[config.mk]
export PLATFORM = sky130hd
export DESIGN_NAME = puf_challenge_collector_flat
export DESIGN_NICKNAME = d
export VERILOG_FILES = /design/src/rtl/puf_challenge_collector_if.sv /design/src/rtl/puf_challenge_collector.sv /design/src/flat_wrapper.sv
export SDC_FILE = /design/constraint.sdc
export NUM_CORES = 1
export LEC_CHECK = 0
export CORE_MARGIN = 4
export CORE_UTILIZATION = 30
export CTS_BUF_LIST = sky130_fd_sc_hd__clkbuf_16
export CTS_CLUSTER_DIAMETER = 100
export DETAILED_ROUTE_END_ITERATION = 8
export PLACE_DENSITY = 0.54
export SLEW_MARGIN = 20
export SYNTH_ARGS = -nofsm -noshare
export SYNTH_HDL_FRONTEND = slang
export SYNTH_SLANG_ARGS = --single-unit
[constraint.sdc]
create_clock -name clk -period 2 [get_ports clk]
set_input_delay 0.2 -clock clk [delete_from_list [all_inputs] [get_ports clk]]
set_output_delay 0.2 -clock clk [all_outputs]
set_load 0.05 [all_outputs]
[src/rtl/puf_challenge_collector_if.sv]
// Bus between the arbiter-PUF challenge/response collector and its environment.
// The master side is the collector. The slave side is the PUF core plus the downstream consumer.
interface puf_challenge_collector_if #(
    parameter int C_LENGTH  = 8,
    parameter int RESP_BITS = 8
);
    logic                 istart;
    logic [C_LENGTH-1:0]  iseed;
    logic [C_LENGTH-1:0]  ochallenge;
    logic                 opulse;
    logic                 iresponse;
    logic [RESP_BITS-1:0] oresponse_byte;
    logic                 ovalid;
    logic                 iready;
    logic                 obusy;
    logic [RESP_BITS-1:0] ounstable;

    modport master (
        input  istart, iseed, iresponse, iready,
        output ochallenge, opulse, oresponse_byte, ovalid, obusy, ounstable
    );

    modport slave (
        output istart, iseed, iresponse, iready,
        input  ochallenge, opulse, oresponse_byte, ovalid, obusy, ounstable
    );
endinterface

[src/rtl/puf_challenge_collector.sv]
// Arbiter-PUF sequencer and response collector.
// For each challenge the block fires VOTES race pulses. Each pulse is framed by SETTLE low
// cycles and SETTLE high cycles. The block samples the synchronised response after each
// pulse and majority-votes the samples into one bit. RESP_BITS voted bits are packed into
// one word, which is handed downstream with a valid/ready handshake.
// Challenges come from an 8-bit LFSR, so C_LENGTH must be 8.
// Optional feature: define PUF_STABILITY_EN to report a per-bit mask of non-unanimous votes
// on ounstable. Without it, ounstable is tied to zero.
module puf_challenge_collector #(
    parameter int C_LENGTH  = 8,
    parameter int VOTES     = 5,
    parameter int SETTLE    = 4,
    parameter int RESP_BITS = 8
) (
    input  logic clk,
    input  logic rst,
    puf_challenge_collector_if.master bus
);

    localparam int OC_W = $clog2(VOTES + 1);
    localparam int PH_W = $clog2(SETTLE);
    localparam int BI_W = (RESP_BITS > 1) ? $clog2(RESP_BITS) : 1;

    localparam logic [OC_W-1:0] VOTE_LAST = OC_W'(VOTES - 1);
    localparam logic [OC_W-1:0] VOTE_ALL  = OC_W'(VOTES);
    localparam logic [OC_W-1:0] VOTE_HALF = OC_W'(VOTES / 2);
    localparam logic [PH_W-1:0] PH_LAST   = PH_W'(SETTLE - 1);
    localparam logic [BI_W-1:0] BIT_LAST  = BI_W'(RESP_BITS - 1);

    typedef enum logic [2:0] {
        IDLE,
        ARM,
        FIRE,
        SAMPLE,
        DECIDE,
        OUT
    } state_t;

    state_t state, state_nxt;

    logic                 resp_p0;
    logic                 resp_s;
    logic [PH_W-1:0]      phase_cnt;
    logic [OC_W-1:0]      vote_idx;
    logic [OC_W-1:0]      ones_cnt;
    logic [BI_W-1:0]      bit_idx;
    logic [RESP_BITS-1:0] shreg;
    logic [RESP_BITS-1:0] shreg_w;
    logic                 phase_done;
    logic                 vote_done;
    logic                 bit_done;

    // A zero seed would lock the LFSR at zero, so it is replaced by 0x01.
    function automatic logic [C_LENGTH-1:0] seed_fix(input logic [C_LENGTH-1:0] s);
        return (s == '0) ? C_LENGTH'(1) : s;
    endfunction

    function automatic logic [C_LENGTH-1:0] lfsr_next(input logic [C_LENGTH-1:0] c);
        return {c[6:0], c[7] ^ c[5] ^ c[4] ^ c[3]};
    endfunction

    function automatic logic majority(input logic [OC_W-1:0] ones);
        return ones > VOTE_HALF;
    endfunction

    assign phase_done = (phase_cnt == PH_LAST);
    assign vote_done  = (vote_idx == VOTE_LAST);
    assign bit_done   = (bit_idx == BIT_LAST);

    // Two-flop synchroniser for the asynchronous PUF response.
    always_ff @(posedge clk or posedge rst) begin
        if (rst) begin
            resp_p0 <= 1'b0;
            resp_s  <= 1'b0;
        end else begin
            resp_p0 <= bus.iresponse;
            resp_s  <= resp_p0;
        end
    end

    // State register.
    always_ff @(posedge clk or posedge rst) begin
        if (rst) state <= IDLE;
        else     state <= state_nxt;
    end

    // Next-state logic, plus the response word with the current voted bit merged in.
    always_comb begin
        state_nxt = state;
        shreg_w   = shreg;
        shreg_w[bit_idx] = majority(ones_cnt);
        case (state)
            IDLE:    if (bus.istart) state_nxt = ARM;
            ARM:     if (phase_done) state_nxt = FIRE;
            FIRE:    if (phase_done) state_nxt = SAMPLE;
            SAMPLE:  state_nxt = vote_done ? DECIDE : ARM;
            DECIDE:  state_nxt = bit_done ? OUT : ARM;
            OUT:     if (bus.iready) state_nxt = IDLE;
            default: state_nxt = IDLE;
        endcase
    end

    // Phase timer that sets the length of the low and high halves of each race pulse.
    always_ff @(posedge clk or posedge rst) begin
        if (rst) begin
            phase_cnt <= '0;
        end else if ((state == ARM) || (state == FIRE)) begin
            phase_cnt <= phase_done ? '0 : phase_cnt + 1'b1;
        end else begin
            phase_cnt <= '0;
        end
    end

    // Pulse and busy outputs, registered from the next state so they align with the state.
    always_ff @(posedge clk or posedge rst) begin
        if (rst) begin
            bus.opulse <= 1'b0;
            bus.obusy  <= 1'b0;
        end else begin
            bus.opulse <= (state_nxt == FIRE);
            bus.obusy  <= (state_nxt != IDLE);
        end
    end

    // Challenge, vote accumulation, bit packing and the output handshake.
    always_ff @(posedge clk or posedge rst) begin
        if (rst) begin
            bus.ochallenge     <= '0;
            bus.oresponse_byte <= '0;
            bus.ovalid         <= 1'b0;
            vote_idx           <= '0;
            ones_cnt           <= '0;
            bit_idx            <= '0;
            shreg              <= '0;
        end else begin
            case (state)
                IDLE: begin
                    if (bus.istart) begin
                        bus.ochallenge <= seed_fix(bus.iseed);
                        vote_idx       <= '0;
                        ones_cnt       <= '0;
                        bit_idx        <= '0;
                        shreg          <= '0;
                    end
                end
                SAMPLE: begin
                    ones_cnt <= ones_cnt + OC_W'(resp_s);
                    vote_idx <= vote_idx + 1'b1;
                end
                DECIDE: begin
                    shreg          <= shreg_w;
                    bus.ochallenge <= lfsr_next(bus.ochallenge);
                    ones_cnt       <= '0;
                    vote_idx       <= '0;
                    bit_idx        <= bit_done ? '0 : bit_idx + 1'b1;
                    if (bit_done) begin
                        bus.oresponse_byte <= shreg_w;
                        bus.ovalid         <= 1'b1;
                    end
                end
                OUT: begin
                    if (bus.iready) bus.ovalid <= 1'b0;
                end
                default: ;
            endcase
        end
    end

`ifdef PUF_STABILITY_EN
    logic [RESP_BITS-1:0] unst_sh;
    logic [RESP_BITS-1:0] unst_w;

    // Unstable-bit mask with the current bit merged in: set when the votes were split.
    always_comb begin
        unst_w = unst_sh;
        unst_w[bit_idx] = (ones_cnt != '0) && (ones_cnt != VOTE_ALL);
    end

    // The mask accumulates during the run and is published together with the word.
    always_ff @(posedge clk or posedge rst) begin
        if (rst) begin
            unst_sh       <= '0;
            bus.ounstable <= '0;
        end else if ((state == IDLE) && bus.istart) begin
            unst_sh       <= '0;
            bus.ounstable <= '0;
        end else if (state == DECIDE) begin
            unst_sh <= unst_w;
            if (bit_done) bus.ounstable <= unst_w;
        end
    end
`else
    assign bus.ounstable = '0;
`endif

endmodule

[src/flat_wrapper.sv]
// flat-port wrapper written by rule: the top's interface ports become plain ports
module puf_challenge_collector_flat 
#(
    parameter int C_LENGTH  = 8,
    parameter int VOTES     = 5,
    parameter int SETTLE    = 4,
    parameter int RESP_BITS = 8
)
  (clk, rst, bus_istart, bus_iseed, bus_iresponse, bus_iready, bus_ochallenge, bus_opulse, bus_oresponse_byte, bus_ovalid, bus_obusy, bus_ounstable);
  puf_challenge_collector_if #(.C_LENGTH(C_LENGTH), .RESP_BITS(RESP_BITS)) bus_i ();
  input  logic clk;
  input  logic rst;
  input wire logic [$bits(bus_i.istart)-1:0] bus_istart;
  input wire logic [$bits(bus_i.iseed)-1:0] bus_iseed;
  input wire logic [$bits(bus_i.iresponse)-1:0] bus_iresponse;
  input wire logic [$bits(bus_i.iready)-1:0] bus_iready;
  output wire logic [$bits(bus_i.ochallenge)-1:0] bus_ochallenge;
  output wire logic [$bits(bus_i.opulse)-1:0] bus_opulse;
  output wire logic [$bits(bus_i.oresponse_byte)-1:0] bus_oresponse_byte;
  output wire logic [$bits(bus_i.ovalid)-1:0] bus_ovalid;
  output wire logic [$bits(bus_i.obusy)-1:0] bus_obusy;
  output wire logic [$bits(bus_i.ounstable)-1:0] bus_ounstable;
  assign bus_i.istart = bus_istart;
  assign bus_i.iseed = bus_iseed;
  assign bus_i.iresponse = bus_iresponse;
  assign bus_i.iready = bus_iready;
  assign bus_ochallenge = bus_i.ochallenge;
  assign bus_opulse = bus_i.opulse;
  assign bus_oresponse_byte = bus_i.oresponse_byte;
  assign bus_ovalid = bus_i.ovalid;
  assign bus_obusy = bus_i.obusy;
  assign bus_ounstable = bus_i.ounstable;
  puf_challenge_collector #(.C_LENGTH(C_LENGTH), .VOTES(VOTES), .SETTLE(SETTLE), .RESP_BITS(RESP_BITS)) u_core (.clk(clk), .rst(rst), .bus(bus_i));
endmodule
==> results of run 1 <==
## power by group
group	leakage, nW	total (W)	switching, W	internal [W]
Clock	0.0811	0.000883	0.000306	0.000577
Combinational	0.633	0.000122	0.0000810	0.0000415
Sequential	0.516	0.000894	0.0000105	0.000883
## cell type report
class,instances,area (µm²),area share
sequential,43,1076,0.4043
multi-input combinational,154,898.4,0.3376
timing repair buffer,37,355.3,0.1335
clock buffer,5,125.1,0.04701
tap,96,120.1,0.04513
inverter,14,52.55,0.01975
clock inverter,2,33.78,0.01269
## critical path, stage by stage, from the launching register on
cell and delay [ps]:
dfrtp_1 470, ha_1 240, ha_1 220, inv_1 90
mux2i_1 70, a32o_2 240, or3_1 290
## synthesized netlist by cell type
cell type / n
dfrtp_1: 43
nand2_1: 37
o21ai_0: 17
inv_1: 14
nor2_1: 14
a21oi_1: 13
buf_4: 11
buf_2: 8
o22ai_1: 8
a31oi_1: 7
ha_1: 7
a22o_1: 5
mux2i_1: 4
nand3b_1: 4
nand2b_1: 3
nand3_1: 3
xnor2_1: 3
clkbuf_1: 2
nor2b_1: 2
or3_1: 2
xor2_1: 2
a2111oi_0: 1
a211oi_1: 1
a21o_1: 1
a32o_1: 1
a32o_2: 1
a32oi_1: 1
and2b_1: 1
and3b_1: 1
buf_6: 1
conb_1: 1
mux2_2: 1
nor3_1: 1
nor3b_2: 1
nor4_1: 1
o21a_1: 1
o31ai_1: 1
or3b_2: 1
## layer usage
layer	track usage	up-vias
met4	0.02970	0
met1	0.1369	734
met3	0.02762	5
li1	-	814
met2	0.1601	22
met5	0	-
## flip-flops by register name (all words and copies together), names as in the netlist
name,cells
u_core.bit_idx,3
u_core.bus.obusy,1
u_core.bus.ochallenge,8
u_core.bus.opulse,1
u_core.bus.oresponse_byte,8
u_core.bus.ovalid,1
u_core.ones_cnt,3
u_core.phase_cnt,2
u_core.resp_p0,1
u_core.resp_s,1
u_core.shreg,8
u_core.state,3
u_core.vote_idx,3
## worst max path at each step
stage	start	end	slack (ps)	depth (start not counted)
3_5_place_dp	u_core.bit_idx[1]$_DFFE_PP0P_	u_core.bus.obusy$_DFF_PP0_	270	6
4_1_cts	u_core.bus.ochallenge[5]$_DFFE_PP0P_	bus_ochallenge[5]	240	1
5_1_grt	u_core.state[0]$_DFF_PP0_	u_core.bus.oresponse_byte[2]$_DFFE_PP0P_	80	4
6_report	u_core.bit_idx[1]$_DFFE_PP0P_	u_core.bus.obusy$_DFF_PP0_	250	6
3_3_place_gp	u_core.bit_idx[1]$_DFFE_PP0P_	u_core.bus.obusy$_DFF_PP0_	310	6
2_1_floorplan	u_core.bit_idx[0]$_DFFE_PP0P_	u_core.bus.obusy$_DFF_PP0_	490	6
## metrics by stage
| stage | util | worst slack (ps) | total power, W |
|---|---|---|---|
| floorplan | - | 493.5 | 0.0009987 |
| global placement | 0.3643 | 314.6 | 0.001034 |
| detailed placement | 0.3643 | 265.8 | 0.001035 |
| CTS | 0.3874 | 244.1 | 0.001930 |
| global route | 0.3874 | 80.53 | 0.001978 |
| finish | 0.3874 | 252.8 | 0.001899 |
## cell families after synthesis
| family | after synthesis |
|---|---|
| other | 1 |
| AO/OA/AOI/OAI | 58 |
| flip-flops | 43 |
| AND/OR/NAND/NOR | 71 |
| adder cells (fa/ha/maj) | 7 |
| buffers and inverters | 36 |
| multiplexers | 5 |
| XOR/XNOR | 5 |
==> flow_summary.toml, run 1 <==
[floorplanning]
rows = 30
die_w_um = 92.50
core_mm2 = 0.006869
die_h_um = 92.50
initial_core_util = 0.3118
ios = 40
die_area_mm2 = 0.008556

[yosys]
synth_top_family_by_area = "compound AO/OA/AOI/OAI gates"
synth_area_leaders = "dfrtp_1, nand2_1, ha_1, o21ai_0, buf_4"
yosysTopAreaCell = "dfrtp_1"
synth_seq_area_share = 0.5023
synth_compound_gate_area_share = 0.1665
synth_cells = 226
ys_types = 38
synthSimpleGateAreaFrac = 0.1536
synth_mux_area_frac = 0.02395
synth.avg_cell_area_um2 = 9.478
syn_area_mm2 = 0.002142
yosys_register_bits = 43
ys_warn_count = 0
netlist.area_leader.share = 0.5023
synth-adder-area-share = 0.04089
post_synth_xor_area_fraction = 0.02044

[timing]
drv_slew = 0
maxSlewHeadroom = 0.6417
period_share = 0.8736
hold_slack_ps = 345.7
worst_pin_slew_ps = 537.5
fin_setup_tns_ps = 0
final.setup_skew_ps = 5.303
setup_viol = 0
period_minus_slack_ps = 1747
clock.fmax_mhz = 572.4
rsz0062_at_grt = "no"
final-hold-violation-count = 0

[routing]
drt_wl_total_mm = 4.175
drc = 0
drt-met1-wl_mm = 2.016
highest_layer = "met4"
wl_met3_um = 168
dr_wl_met2_mm = 1.955
ant_nets = 0
routed_via_density = 4.487
first_iter_violations = 96
wire_per_inst_um = 11.89
vias = 1575
firstDrtPassIters = 4

[worst_hold_path]
hold_path.class = "flop to flop"
hp-start = "u_core.resp_p0$_DFF_PP0_"
whs_path_depth = 0
holdPathEnd = "u_core.resp_s$_DFF_PP0_"

[clocking]
clockBufferDepth = 2
htree_levels = 2
cts-root-buf = "clkbuf_16"
worstSkewPairLatency_ps = 280
ctsResizeCount = 0
cts_inserted_buffers = 5
postCtsSetupRepairBufs = 0
cts_tree = "done"
ctsHoldBuffers = 0
cts.sinks = 43
clkTransAtPathRegs_ps = 60

[critical_path]
r2r_setup_slack_ps = 250
rr_worst_depth = 6
r2r_end = "u_core.bus.obusy$_DFF_PP0_"
cp_max_fo = 10
timing.rr.start = "u_core.bit_idx[1]$_DFFE_PP0P_"
start_kind = "flop"
worstPathArrival_ps = 1900
crit_required_ps = 2150
worstSetupEndpointType = "flop"
worstSetupPathType = "flop to flop"

[placement]
dp.cells = 344
hpwl_mm = 2.951
port_buffers = 31
placed_area_mm2 = 0.002502
globalplace.congestion = 0.7547

[power]
p_per_area_mw_per_mm2 = 713.6
leakage_nw = 1.230
ir_worst_vdd_v = 0.0003309

[final_layout]
nFillCells = 690
final_cell_mix = "dfrtp_1, nand2_1, clkdlybuf4s50_1, o21ai_0"
nNetsFinal = 275
final_cells = 351
area_delta_synth_final_pct = 24.24
final_common_cell = "dfrtp_1"
antenna_cells = 0
drive_gt1_frac = 0.06275
final_area_mm2 = 0.002661

[global_routing]
antenna_found_initial = 0
grt_first_pass_wirelength_mm = 7.058
overflow = 0
grt_pass1_vias = 1501
grt_max_degree = 44
grtUsageTotal = 0.1018

[status]
outcome = "complete, no violations"

[run]
maxCapViolCount = 0
Power figures use the tool's default switching activity.
==> run 2, diff against run 1 <==
Settings changed: DONT_BUFFER_PORTS set to 1, PLACE_DENSITY 0.54 to 0.47, TNS_END_PERCENT set to 10.
==> flow_summary.toml, run 2 (same netlist as run 1, synthesis figures left out) <==
[status]
outcome = "complete, no violations"

[clocking]
clkTransAtPathRegs_ps = 60
cts-root-buf = "clkbuf_16"
cts_inserted_buffers = 5
ctsHoldBuffers = 2
clockBufferDepth = 2
postCtsSetupRepairBufs = 0
ctsResizeCount = 0
htree_levels = 2
cts_tree = "done"
cts.sinks = 43
worstSkewPairLatency_ps = 280

[power]
ir_worst_vdd_v = 0.0002760
p_per_area_mw_per_mm2 = 737.8
finalPower_w = 0.001760
leakage_nw = 1.139

[floorplanning]
ios = 40
die_h_um = 92.50
die_w_um = 92.50
rows = 30
die_area_mm2 = 0.008556
core_mm2 = 0.006869
initial_core_util = 0.3118

[timing]
layout_setup_ws_ps = 375.4
clock.fmax_mhz = 615.5
setup_viol = 0
period_share = 0.8123
final-hold-violation-count = 0
fin_setup_tns_ps = 0
maxSlewHeadroom = 0.6311
final.setup_skew_ps = 5.206
drv_slew = 0
worst_pin_slew_ps = 553.4
period_minus_slack_ps = 1625
rsz0062_at_grt = "no"
hold_slack_ps = 67.76

[routing]
vias = 1517
ant_nets = 0
firstDrtPassIters = 4
drc = 0
routed_via_density = 4.625
first_iter_violations = 102
wire_per_inst_um = 13.23
drt_wl_total_mm = 4.340

[final_layout]
multi_input_area_um2 = 898.4
nNetsFinal = 251
reg.largest.list = "u_core.bus.ochallenge x8, u_core.bus.oresponse_byte x8, u_core.shreg x8"
area_delta_synth_final_pct = 11.39
nFillCells = 701
drive_gt1_frac = 0.08621
antenna_cells = 0
regArea_mm2 = 0.001076
final_cell_mix = "dfrtp_1, nand2_1, o21ai_0, inv_1, nor2_1"
final_common_cell = "dfrtp_1"

[critical_path]
start_kind = "flop"
crit_chain = "ha_1, ha_1, inv_1, mux2i_1, a32o_2, or3_1"
critPathBufInv = 1
worstSetupEndpointType = "flop"
cpMaxStageDelayCell = "dfrtp_1"
crit_required_ps = 2160
crit_family = "adder cells"
crit_top_cell = "ha_1"
cpPeakStageDelay_ps = 380
startpoint = "u_core.bit_idx[0]$_DFFE_PP0P_"
worstSetupPathType = "flop to flop"
worstPathArrival_ps = 1780
timing.rr.start = "u_core.bit_idx[0]$_DFFE_PP0P_"
cp_max_fo = 4

[global_routing]
grt_pass1_vias = 1517
overflow = 0
grtUsageTotal = 0.1103
antenna_found_initial = 0
grt_max_degree = 44
grt_first_pass_wirelength_mm = 7.479

[run]
maxCapViolCount = 0

[placement]
port_buffers = 0
globalplace.congestion = 0.7197
hpwl_mm = 2.999
post-place-ws_ps = 364.2

[worst_hold_path]
hp-start = "bus_iseed[7]"
hold_path.class = "primary input to flop"
-- run 2: cell types whose count changed in the layout (fill, tap and decap cells not counted) --
cell and delta:
clkinv_1 +2, bufinv_16 -1, buf_4 +5, clkdlybuf4s50_1 -31, dlygate4sd3_1 +2
-- run 2: final timing paths --
check / slack, ps / depth (start not counted) / endpoint
max: 380 / 6 / u_core.bus.obusy$_DFF_PP0_
min: 70 / 2 / u_core.bus.ochallenge[7]$_DFFE_PP0P_
max reg2reg: 380 / 6 / u_core.bus.obusy$_DFF_PP0_
min reg2reg: 350 / 0 / u_core.resp_s$_DFF_PP0_
max in group asynchronous: 1120 / 3 / u_core.bus.oresponse_byte[0]$_DFFE_PP0P_
min in group asynchronous: 500 / 3 / u_core.resp_p0$_DFF_PP0_
-- run 2: layout make-up --
cell class	count	share of cell area
repair buffers	13	0.04300
flip-flops and latches	43	0.4510
clock inverters	3	0.004719
clock buffers	5	0.05244
multi-input cells	154	0.3765
well taps	96	0.05034
inverters	14	0.02202
-- run 2: metrics by stage --
| stage | instances | utilization | area, µm² |
|---|---|---|---|
| detailed placement | 318 | 0.3246 | 2230 |
| finish | 328 | 0.3474 | 2386 |
| global placement | 318 | 0.3246 | 2230 |
| global route | 328 | 0.3474 | 2386 |
| CTS | 328 | 0.3474 | 2386 |
| floorplan | 233 | - | 2168 |
-- run 2: power by group --
group,switching (W),leakage (nW),internal [W]
Clock,0.000317,0.0701,0.000449
Combinational,0.0000769,0.553,0.0000243
Sequential,0.0000103,0.516,0.000883
Total,0.000404,1.14,0.00136
-- run 2: worst register-to-register path, delay by kind of cell, from the launching register on --
family	cells	cell delay (ps)
buffers and inverters	1	90
AO/OA/AOI/OAI	1	240
adder cells (fa/ha/maj)	2	430
multiplexers	1	70
flip-flops	1	380
AND/OR/NAND/NOR	1	310
-- run 2: layer usage --
metal	GRT usage	wire length, µm	up-vias	part of all wire
li1	-	-	771	-
met1	0.1340	1893	711	0.44
met2	0.1849	2173	30	0.50
met3	0.03656	217	5	0.050
met4	0.03342	55	0	0.013
met5	0	0	-	0
